<file path="src/rtl/rob_buffer_pkg.sv">
// Shared widths and payload types for the reorder buffer slice.
package rob_buffer_pkg;

  // Bus widths of the surrounding pipeline.
  localparam int DATA_BUS_WIDTH     = 32;
  localparam int REG_ADDR_BUS_WIDTH = 5;
  localparam int EXC_TYPE_BUS_WIDTH = 5;

  // Default geometry: 2^4 = 16 entries.
  localparam int ROB_ADDR_WIDTH_DEF = 4;

  // Exception code meaning "no exception detected before the ROB".
  localparam logic [EXC_TYPE_BUS_WIDTH-1:0] EXC_NONE = '0;

  // Per-entry control payload captured at dispatch. The PC and result
  // live in their own arrays because their width is a module parameter.
  typedef struct packed {
    logic                          reg_write_en;
    logic [REG_ADDR_BUS_WIDTH-1:0] reg_write_addr;
    logic [EXC_TYPE_BUS_WIDTH-1:0] exception_type;
    logic                          is_delayslot;
  } rob_ctrl_t;

  // An entry that already carries an exception needs no writeback.
  function automatic logic born_done(input logic [EXC_TYPE_BUS_WIDTH-1:0] exc);
    return exc != EXC_NONE;
  endfunction

endpackage

</file>
<file path="src/rtl/rob_pointer.sv">
// Wrap-bit pointer: index bits plus one extra MSB that toggles on every
// lap, so equal indices can be told apart as "empty" or "full".
module rob_pointer #(
  parameter int PTR_WIDTH = 5
) (
  input  logic                 clk,
  input  logic                 rst,
  input  logic                 clr_i,
  input  logic                 inc_i,
  output logic [PTR_WIDTH-1:0] ptr_o
);

  logic [PTR_WIDTH-1:0] ptr_q;
  logic [PTR_WIDTH-1:0] ptr_d;

  // Next pointer value: advance by one, wrapping naturally mod 2^PTR_WIDTH.
  always_comb begin
    ptr_d = ptr_q + PTR_WIDTH'(inc_i);
  end

  // Pointer register with synchronous reset and synchronous clear.
  always_ff @(posedge clk) begin
    if (rst || clr_i) begin
      ptr_q <= '0;
    end else begin
      ptr_q <= ptr_d;
    end
  end

  assign ptr_o = ptr_q;

endmodule

</file>
<file path="src/rtl/rob_buffer.sv">
// Reorder buffer: in-order allocation, out-of-order completion by index,
// in-order retirement on a registered commit port.
module rob_buffer
  import rob_buffer_pkg::*;
#(
  parameter int ROB_ADDR_WIDTH = ROB_ADDR_WIDTH_DEF,
  parameter int DATA_WIDTH     = DATA_BUS_WIDTH
) (
  input  logic                          clk,
  input  logic                          rst,
  input  logic                          flush,
  input  logic                          dispatch_en,
  input  logic                          dispatch_reg_write_en,
  input  logic [REG_ADDR_BUS_WIDTH-1:0] dispatch_reg_write_addr,
  input  logic [EXC_TYPE_BUS_WIDTH-1:0] dispatch_exception_type,
  input  logic                          dispatch_is_delayslot,
  input  logic [DATA_WIDTH-1:0]         dispatch_pc,
  output logic [ROB_ADDR_WIDTH-1:0]     dispatch_rob_addr,
  output logic                          rob_full,
  output logic                          rob_empty,
  input  logic                          wb_en,
  input  logic [ROB_ADDR_WIDTH-1:0]     wb_rob_addr,
  input  logic [DATA_WIDTH-1:0]         wb_data,
  input  logic                          commit_stall,
  output logic                          commit_en,
  output logic [ROB_ADDR_WIDTH-1:0]     commit_rob_addr,
  output logic                          commit_reg_write_en,
  output logic [REG_ADDR_BUS_WIDTH-1:0] commit_reg_write_addr,
  output logic [DATA_WIDTH-1:0]         commit_data,
  output logic [EXC_TYPE_BUS_WIDTH-1:0] commit_exception_type,
  output logic                          commit_is_delayslot,
  output logic [DATA_WIDTH-1:0]         commit_pc
);

  localparam int DEPTH     = 1 << ROB_ADDR_WIDTH;
  localparam int PTR_WIDTH = ROB_ADDR_WIDTH + 1;

  // Pointers and derived indices.
  logic [PTR_WIDTH-1:0]      head_q;
  logic [PTR_WIDTH-1:0]      tail_q;
  logic [ROB_ADDR_WIDTH-1:0] head_idx;
  logic [ROB_ADDR_WIDTH-1:0] tail_idx;

  // Per-entry status flags.
  logic [DEPTH-1:0] valid_q;
  logic [DEPTH-1:0] valid_d;
  logic [DEPTH-1:0] done_q;
  logic [DEPTH-1:0] done_d;

  // Payload storage (no reset needed: valid gates every use).
  rob_ctrl_t             ctrl_mem [DEPTH];
  logic [DATA_WIDTH-1:0] pc_mem   [DEPTH];
  logic [DATA_WIDTH-1:0] data_mem [DEPTH];

  // Cycle decisions.
  logic do_dispatch;
  logic wb_hit;
  logic do_retire;

  // Registered commit port.
  logic                          commit_en_q;
  logic [ROB_ADDR_WIDTH-1:0]     commit_rob_addr_q;
  logic                          commit_reg_write_en_q;
  logic [REG_ADDR_BUS_WIDTH-1:0] commit_reg_write_addr_q;
  logic [DATA_WIDTH-1:0]         commit_data_q;
  logic [EXC_TYPE_BUS_WIDTH-1:0] commit_exception_type_q;
  logic                          commit_is_delayslot_q;
  logic [DATA_WIDTH-1:0]         commit_pc_q;

  assign head_idx = head_q[ROB_ADDR_WIDTH-1:0];
  assign tail_idx = tail_q[ROB_ADDR_WIDTH-1:0];

  // Occupancy straight from the registered pointers. Full is therefore the
  // value before this cycle's retire, so a same-cycle retire cannot make
  // room for a same-cycle dispatch.
  assign rob_empty = (head_q == tail_q);
  assign rob_full  = (head_idx == tail_idx) &&
                     (head_q[ROB_ADDR_WIDTH] != tail_q[ROB_ADDR_WIDTH]);
  assign dispatch_rob_addr = tail_idx;

  // Flush dominates every other action in the same cycle. Retire looks only
  // at registered flags, so a writeback is seen one cycle later at the head.
  always_comb begin
    do_dispatch = dispatch_en && !rob_full && !flush;
    wb_hit      = wb_en && valid_q[wb_rob_addr] && !flush;
    do_retire   = valid_q[head_idx] && done_q[head_idx] && !commit_stall && !flush;
  end

  rob_pointer #(.PTR_WIDTH(PTR_WIDTH)) u_head (
    .clk   (clk),
    .rst   (rst),
    .clr_i (flush),
    .inc_i (do_retire),
    .ptr_o (head_q)
  );

  rob_pointer #(.PTR_WIDTH(PTR_WIDTH)) u_tail (
    .clk   (clk),
    .rst   (rst),
    .clr_i (flush),
    .inc_i (do_dispatch),
    .ptr_o (tail_q)
  );

  // Next valid/done flags: dispatch allocates, writeback completes, retire
  // frees. Retire is applied last so it wins over a writeback to the head.
  always_comb begin
    valid_d = valid_q;
    done_d  = done_q;
    for (int i = 0; i < DEPTH; i++) begin
      if (do_dispatch && (tail_idx == ROB_ADDR_WIDTH'(i))) begin
        valid_d[i] = 1'b1;
        done_d[i]  = born_done(dispatch_exception_type);
      end
      if (wb_hit && (wb_rob_addr == ROB_ADDR_WIDTH'(i))) begin
        done_d[i] = 1'b1;
      end
      if (do_retire && (head_idx == ROB_ADDR_WIDTH'(i))) begin
        valid_d[i] = 1'b0;
        done_d[i]  = 1'b0;
      end
    end
  end

  // Status flag registers.
  always_ff @(posedge clk) begin
    if (rst || flush) begin
      valid_q <= '0;
      done_q  <= '0;
    end else begin
      valid_q <= valid_d;
      done_q  <= done_d;
    end
  end

  // Payload writes. Dispatch targets the tail, which is never valid when a
  // dispatch is accepted, so it cannot collide with an accepted writeback.
  // Result data is zeroed at allocation so exception entries retire with 0.
  always_ff @(posedge clk) begin
    if (do_dispatch) begin
      ctrl_mem[tail_idx] <= '{reg_write_en:   dispatch_reg_write_en,
                              reg_write_addr: dispatch_reg_write_addr,
                              exception_type: dispatch_exception_type,
                              is_delayslot:   dispatch_is_delayslot};
      pc_mem[tail_idx]   <= dispatch_pc;
      data_mem[tail_idx] <= '0;
    end
    if (wb_hit) begin
      data_mem[wb_rob_addr] <= wb_data;
    end
  end

  // Commit port register: carries the retired head entry for one cycle,
  // otherwise all fields are driven to zero.
  always_ff @(posedge clk) begin
    if (rst || flush || !do_retire) begin
      commit_en_q             <= 1'b0;
      commit_rob_addr_q       <= '0;
      commit_reg_write_en_q   <= 1'b0;
      commit_reg_write_addr_q <= '0;
      commit_data_q           <= '0;
      commit_exception_type_q <= '0;
      commit_is_delayslot_q   <= 1'b0;
      commit_pc_q             <= '0;
    end else begin
      commit_en_q             <= 1'b1;
      commit_rob_addr_q       <= head_idx;
      commit_reg_write_en_q   <= ctrl_mem[head_idx].reg_write_en;
      commit_reg_write_addr_q <= ctrl_mem[head_idx].reg_write_addr;
      commit_data_q           <= data_mem[head_idx];
      commit_exception_type_q <= ctrl_mem[head_idx].exception_type;
      commit_is_delayslot_q   <= ctrl_mem[head_idx].is_delayslot;
      commit_pc_q             <= pc_mem[head_idx];
    end
  end

  assign commit_en             = commit_en_q;
  assign commit_rob_addr       = commit_rob_addr_q;
  assign commit_reg_write_en   = commit_reg_write_en_q;
  assign commit_reg_write_addr = commit_reg_write_addr_q;
  assign commit_data           = commit_data_q;
  assign commit_exception_type = commit_exception_type_q;
  assign commit_is_delayslot   = commit_is_delayslot_q;
  assign commit_pc             = commit_pc_q;

endmodule

</file>
<file path="config.mk">
export PLATFORM = sky130hd
export DESIGN_NAME = rob_buffer
export DESIGN_NICKNAME = d
export VERILOG_FILES = /design/src/rtl/rob_buffer_pkg.sv /design/src/rtl/rob_pointer.sv /design/src/rtl/rob_buffer.sv
export SDC_FILE = /design/constraint.sdc
export NUM_CORES = 2
export LEC_CHECK = 0
export CORE_ASPECT_RATIO = 1.2
export CORE_MARGIN = 3
export CORE_UTILIZATION = 45
export CTS_CLUSTER_DIAMETER = 120
export DETAILED_ROUTE_END_ITERATION = 10
export SLEW_MARGIN = 20
export SYNTH_ARGS = -nofsm -noshare
export SYNTH_HDL_FRONTEND = slang
export SYNTH_HIERARCHICAL = 1
export SYNTH_SLANG_ARGS = --single-unit
</file>
<file path="constraint.sdc">
create_clock -name clk -period 4.7 [get_ports clk]
set_clock_uncertainty 0.05 [all_clocks]
set_input_delay 0.94 -clock clk [delete_from_list [all_inputs] [get_ports clk]]
set_output_delay 0.94 -clock clk [all_outputs]
set_load 0.02 [all_outputs]
</file>
Word level (Yosys, flattened, before mapping)
Memories as Yosys holds them, arrays and structs flattened. A register that Yosys moved wholly into a read port is not among the register bits.
Index checks and enable logic that the tools add are counted.
- flip-flop bits (word level): 47
- bits in latches: 0
- RAM bits: 1216
- memory bits (read-only): 0
- bits of input ports: 86
- output and inout port bits: 87
- word-level logic and storage cells: 232
- memories kept: 3
- add/sub/neg operators: 2
- multiply operators: 0
- divide/modulo/power cells: 0
- $lt $le $gt $ge: 2
- equal/unequal tests: 48
- shift operators: 0
- multiplexer cells: 43
- bitwise logic cells: 0
- reduce and logical (&&, ||, !) cells: 98
- memories (memory ; words ; width ; rd ports ; clocked after Yosys merged registers in ; wr ports ; RTL line ; RTL):
    data_mem ; 16 ; 32 ; 1 ; 1 ; 2 ; rob_buffer.sv:53 ; logic [DATA_WIDTH-1:0] data_mem [DEPTH];
    pc_mem ; 16 ; 32 ; 1 ; 1 ; 1 ; rob_buffer.sv:52 ; logic [DATA_WIDTH-1:0] pc_mem [DEPTH];
    ctrl_mem ; 16 ; 12 ; 1 ; 1 ; 1 ; rob_buffer.sv:51 ; rob_ctrl_t ctrl_mem [DEPTH];
- operators with widths (operator ; number):
    $eq A4 B4 Y1 const B ; 24
    $logic_and A1 B1 Y1 ; 56
    $eq A4 B3 Y1 const B ; 12
    $mux W1 ; 40
    $reduce_bool A2 Y1 ; 16
    $reduce_or A2 Y1 ; 16
    $eq A4 B2 Y1 const B ; 6
    $bmux W1 S4 ; 3
    $eq A4 B1 Y1 const B ; 3
    $logic_not A4 Y1 ; 3
    $add A5 B1 Y5 ; 2
    $lt A4 B5 Y1 const B ; 2
    $eq A5 B5 Y1 ; 1
    $reduce_bool A5 Y1 ; 1
    $eq A4 B4 Y1 ; 1
    $logic_not A1 Y1 ; 4
    $logic_or A1 B1 Y1 ; 2
    $ne A1 B1 Y1 ; 1

Logic depth before layout (Yosys ltp)
- word-level depth: 8
- gate-level depth with buffers: 12
- gate-level depth less buffers: 8

Hierarchy
The synthesis kept the hierarchy.
- by module, submodules not included (module ; instances ; cells an instance ; area an instance (um2)):
    rob_buffer ; 1 ; 2729 ; 53527.6
    rob_pointer at u_tail ; 1 ; 19 ; 219.0
    rob_pointer at u_head ; 1 ; 19 ; 211.5

Worst setup path before layout
No wires, ideal clock.
- kind: input to register
- from: in flush
- to: mem data_mem[11][0] (netlist name), enable pin
- data arrival time: 4024 ps
- data required time: 4275 ps
- path slack: 251 ps
- stages: 4
- buffers on the path: 0
- cells stage by stage: nand2b_1 -> nor3b_1 -> nor3b_2 -> or2_2
- RTL lines (item ; RTL line ; RTL):
    start, declared ; rob_buffer.sv:11 ; input logic flush,
    end, declared ; rob_buffer.sv:53 ;

Final worst setup path
- from: reg u_head.ptr_q[1] (netlist: u_head/ptr_o[1])
- to: out rob_full
- word-level cells in the longest chain between the ends: 2
- ends and longest elaborated chain (item ; RTL line ; RTL):
    start, declared ; rob_pointer.sv:13 ; logic [PTR_WIDTH-1:0] ptr_q;
    start signal, assigned ; rob_pointer.sv:26 ; ptr_q <= ptr_d;
    $eq A4 B4 Y1 ; rob_buffer.sv:77 ; assign rob_full = (head_idx == tail_idx) &&
    $logic_and A1 B1 Y1 ; rob_buffer.sv:77 ;
    end, declared ; rob_buffer.sv:19 ; output logic rob_full,
No other way between the ends.

==> out/qor.txt <==
CLOCK TREE
----------------------------------------------------------------------------------------
Clk Latency, worst-skew pair ..............................................      0.77 ns
Number of post-CTS setup repair buffers ...................................            0
Root buffer cell .......................................................... sky130_fd_sc_hd__clkbuf_16
Number of levels the H-tree was split into ................................            4
TritonCTS sink count ......................................................         1339
Clk slew on worst S/H paths ...............................................      0.06 ns
Number of buffers created by CTS ..........................................          137
TritonCTS clock tree ......................................................         done
Number of gates resized after cts .........................................            0
Number of buffers between clock root and the deepest sink .................            3
Count of hold buffers inserted by post-cts repair .........................            0

FINAL LAYOUT
----------------------------------------------------------------------------------------
Final non-filler cell total ...............................................         4630
Footprint of the multi-input gates ........................................    14300 um2
Total Nets Final ..........................................................         3063
Layout area overhead ......................................................        15.6%
Finished Cell Area ........................................................    62400 um2
Layout cell share with drive strength beyond 1 ............................        23.7%
Combined flip-flop and latch cell area ....................................    39000 um2
FILL cells ................................................................         9277

PLACEMENT
----------------------------------------------------------------------------------------
Post-detailed-placement half-perimeter wirelength .........................      73.4 mm
Instance area at placement ................................................    57800 um2
Post-Place Cells ..........................................................         4373
Routability cong. .........................................................        0.830
Port buffer count .........................................................          172

SYNTHESIS
----------------------------------------------------------------------------------------
Part of the Yosys area used for sequential elements .......................        72.2%
Fraction of synthesis flops using an asynchronous set or reset pin ........           0%
Predominant post-synthesis flop cell ...................................... sky130_fd_sc_hd__edfxtp_1
Post-Synthesis Cells ......................................................         2767
Cell with the most instances after synthesis .............................. sky130_fd_sc_hd__edfxtp_1
Post-Syn Area .............................................................    54000 um2
Count of flip-flops with a built-in enable after synthesis ................         1216
Most area-consuming cells after synthesis ................................. sky130_fd_sc_hd__edfxtp_1 68%, sky130_fd_sc_hd__mux4_2 16%, sky130_fd_sc_hd__and2_1 6.0%, sky130_fd_sc_hd__dfxtp_1 4.6%, sky130_fd_sc_hd__nor2b_1 0.89%
Leading cell types by count after synthesis ............................... 1216 x sky130_fd_sc_hd__edfxtp_1, 514 x sky130_fd_sc_hd__and2_1, 382 x sky130_fd_sc_hd__mux4_2
Yosys top cell by area .................................................... sky130_fd_sc_hd__edfxtp_1
Average footprint of a synthesized cell ...................................     19.5 um2
Area fraction of the dominant cell type after synthesis ...................        67.7%
Syn Nets ..................................................................         2857
Yosys cell types ..........................................................           53
Synthesized flop and latch total ..........................................         1339
Yosys Warn Count ..........................................................            6

TIMING
----------------------------------------------------------------------------------------
Max Transition Viols Final ................................................            0
Total count of hold-check failures in the final report ....................            0
Setup Total Neg Slack .....................................................         0 ns
Worst slew slack as a fraction of its limit ...............................        28.1%
Worst-margin pin slew .....................................................      1.07 ns
Shortest clock period the worst path allows after layout ..................      3.95 ns
Portion of the clock cycle consumed by the worst path in the final layout .        84.1%
Maximum clock frequency ...................................................      253 MHz
Final setup fails .........................................................            0
Setup repair after global routing missed its margin .......................        false

PWR
----------------------------------------------------------------------------------------
Switching share of power ..................................................        19.9%
Power density normalized to cell area .....................................   387 nW/um2
Share of total power in combinational logic ...............................         1.5%
Flop pwr share ............................................................        53.6%
Leakage component of the power ............................................      19.7 nW
Share of total power in the clock network .................................        44.9%
Internal cell power .......................................................      19.3 mW
Maximum vdd drop ..........................................................       318 uV
Net Sw Power ..............................................................      4.81 mW

WORST SETUP PATH
----------------------------------------------------------------------------------------
Cells along the critical path ............................................. xnor2_1, nand4_1, nor2_1, clkdlybuf4s50_1
Worst-path fanout max .....................................................           47
CP required ...............................................................      3.71 ns
Slowest stage cell on the critical path ................................... sky130_fd_sc_hd__dfxtp_4
Buffering stage count on the worst path with inverters included ...........            1
Kind of launch point of the worst setup path ..............................    flip-flop
Category of the worst setup path capture point ............................ primary output
Worst endpoint data arrival time ..........................................      2.96 ns
Kind of critical path ..................................................... flip-flop to primary output
Largest stage delay on the critical path ..................................      0.83 ns
Kind of cell adding the most delay to the critical path ...................   flip-flops

GRT
----------------------------------------------------------------------------------------
First-pass GRT wire length ................................................       189 mm
Vias in the first global route ............................................        28081
Antenna violations before repair ..........................................            7
Sum of overflow across all layers after global routing ....................            0
GR Util All Layers ........................................................        20.9%
Largest net degree at the start of global routing .........................          130

DIE
----------------------------------------------------------------------------------------
Starting utilization of the core area .....................................        45.6%
Top Ports .................................................................          173
Die outline area ..........................................................   124000 um2
Chip Height ...............................................................       385 um
Horizontal die dimension ..................................................       322 um
Placeable core region .....................................................   118000 um2
Row cnt ...................................................................          138

MIN PATH
----------------------------------------------------------------------------------------
Hold Crit Class ........................................................... flip-flop to flip-flop

DRT
----------------------------------------------------------------------------------------
Max layer used ............................................................         met5
Routed via count ..........................................................        26331
Post-detailed-route DRC marker count ......................................            0
Post-route antenna net violation count ....................................            0
Routed wire length ........................................................       127 mm
Number of DRC violations after detailed-routing iteration 0 ...............         2377
Amount of wire on met3 after detailed routing .............................      6.98 mm
Mean number of vias per cell ..............................................         5.69
M1 wire length ............................................................      49.8 mm
Drt pass-1 iters ..........................................................            5
Met2 routed wirelength ....................................................      66.9 mm
Routed wire per std cell ..................................................      27.5 um

RUN
----------------------------------------------------------------------------------------
Max Cap Violations ........................................................            0

OUTCOME
----------------------------------------------------------------------------------------
Run status ................................................................    completed

==> kinds of logic (layout without fill, tap and decap cells) <==
| logic type | count (synthesis) | in the layout | synth area share, % |
|---|---|---|---|
| fa+ha+maj | 4 | 4 | 0.0928 |
| buf+inv | 209 | 528 | 1.79 |
| mux | 410 | 410 | 16.5 |
| compound gates | 53 | 53 | 0.742 |
| flops | 1339 | 1339 | 72.2 |
| xor+xnor | 10 | 10 | 0.225 |
| other cells | 0 | 4 | 0 |
| simple gates | 742 | 742 | 8.43 |
==> placed cells by master (no fill, tap or decap), types with 20 or more instances in the layout <==
| cell type | n |
|---|---|
| sky130_fd_sc_hd__nor3_1 | 22 |
| sky130_fd_sc_hd__nand2_1 | 20 |
| sky130_fd_sc_hd__buf_4 | 65 |
| sky130_fd_sc_hd__and2_1 | 514 |
| sky130_fd_sc_hd__dfxtp_1 | 120 |
| sky130_fd_sc_hd__clkinv_2 | 22 |
| sky130_fd_sc_hd__clkbuf_1 | 39 |
| sky130_fd_sc_hd__mux4_2 | 382 |
| sky130_fd_sc_hd__clkdlybuf4s50_1 | 172 |
| sky130_fd_sc_hd__edfxtp_1 | 1216 |
| sky130_fd_sc_hd__mux2i_1 | 22 |
| sky130_fd_sc_hd__nor2b_1 | 75 |
| sky130_fd_sc_hd__nor2_1 | 31 |
| sky130_fd_sc_hd__clkbuf_16 | 139 |
==> worst min-delay path: cells and delay by family (launching register included) <==
kind / cells / cell delay (ns)
compound gates: 1 / 0.06
flops: 1 / 0.33
buf+inv: 1 / 0.07
==> layout make-up <==
cell class	count	share of cell area, %
tap	1540	3.09
inverter	20	0.128
clock buffer	185	5.97
sequential	1339	62.5
multi-input combinational	1219	22.9
timing repair buffer	256	4.16
antenna	4	0.0160
clock inverter	67	1.24
==> final timing paths <==
path | start | slack, ns | end | cells past startpoint
worst max-delay path | u_head/ptr_o[1] | 0.75 | rob_full | 4
worst min-delay path | valid_q[9] | 0.45 | valid_q[9] | 2
worst max register to register | u_head/ptr_o[0] | 1.37 | commit_exception_type[4] | 5
worst min register to register | valid_q[9] | 0.45 | valid_q[9] | 2
==> registers in the layout, indices dropped and copies added, names as in the netlist, 4 cells and up <==
register	flops
commit_data	32
commit_exception_type	5
commit_pc	32
commit_reg_write_addr	5
commit_rob_addr	4
ctrl_mem	192
data_mem	512
done_q	16
pc_mem	512
u_head/ptr_o	5
u_tail/ptr_o	5
valid_q	16
==> per-stage QoR <==
stage               worst slack [ns]  power, mW  util [%]  hold slack [ns]
floorplan                      0.251       13.3         -            0.384
global placement               0.798       13.5      48.8            0.423
detailed placement             0.726       13.6      48.8            0.436
CTS                            0.643       24.4      52.6            0.446
global route                   0.551       24.9      52.6            0.468
finish                         0.747       24.1      52.7            0.455
==> power by group through the flow <==
stage	Clock (mW)	Sequential (mW)	Combinational (mW)
after floorplan	0	13.2	0.115
after global placement	0	13.2	0.357
after detailed placement	0	13.2	0.371
after CTS	11.1	12.9	0.372
after global routing	11.6	12.9	0.396
final	10.8	12.9	0.365
==> layer usage <==
metal  up-vias  track usage, %
met5         -               0
met4         4            6.50
met3       219            4.12
met2       816            36.6
met1     14022            26.4
li1      11270               -
Power figures use the tool's default switching activity.
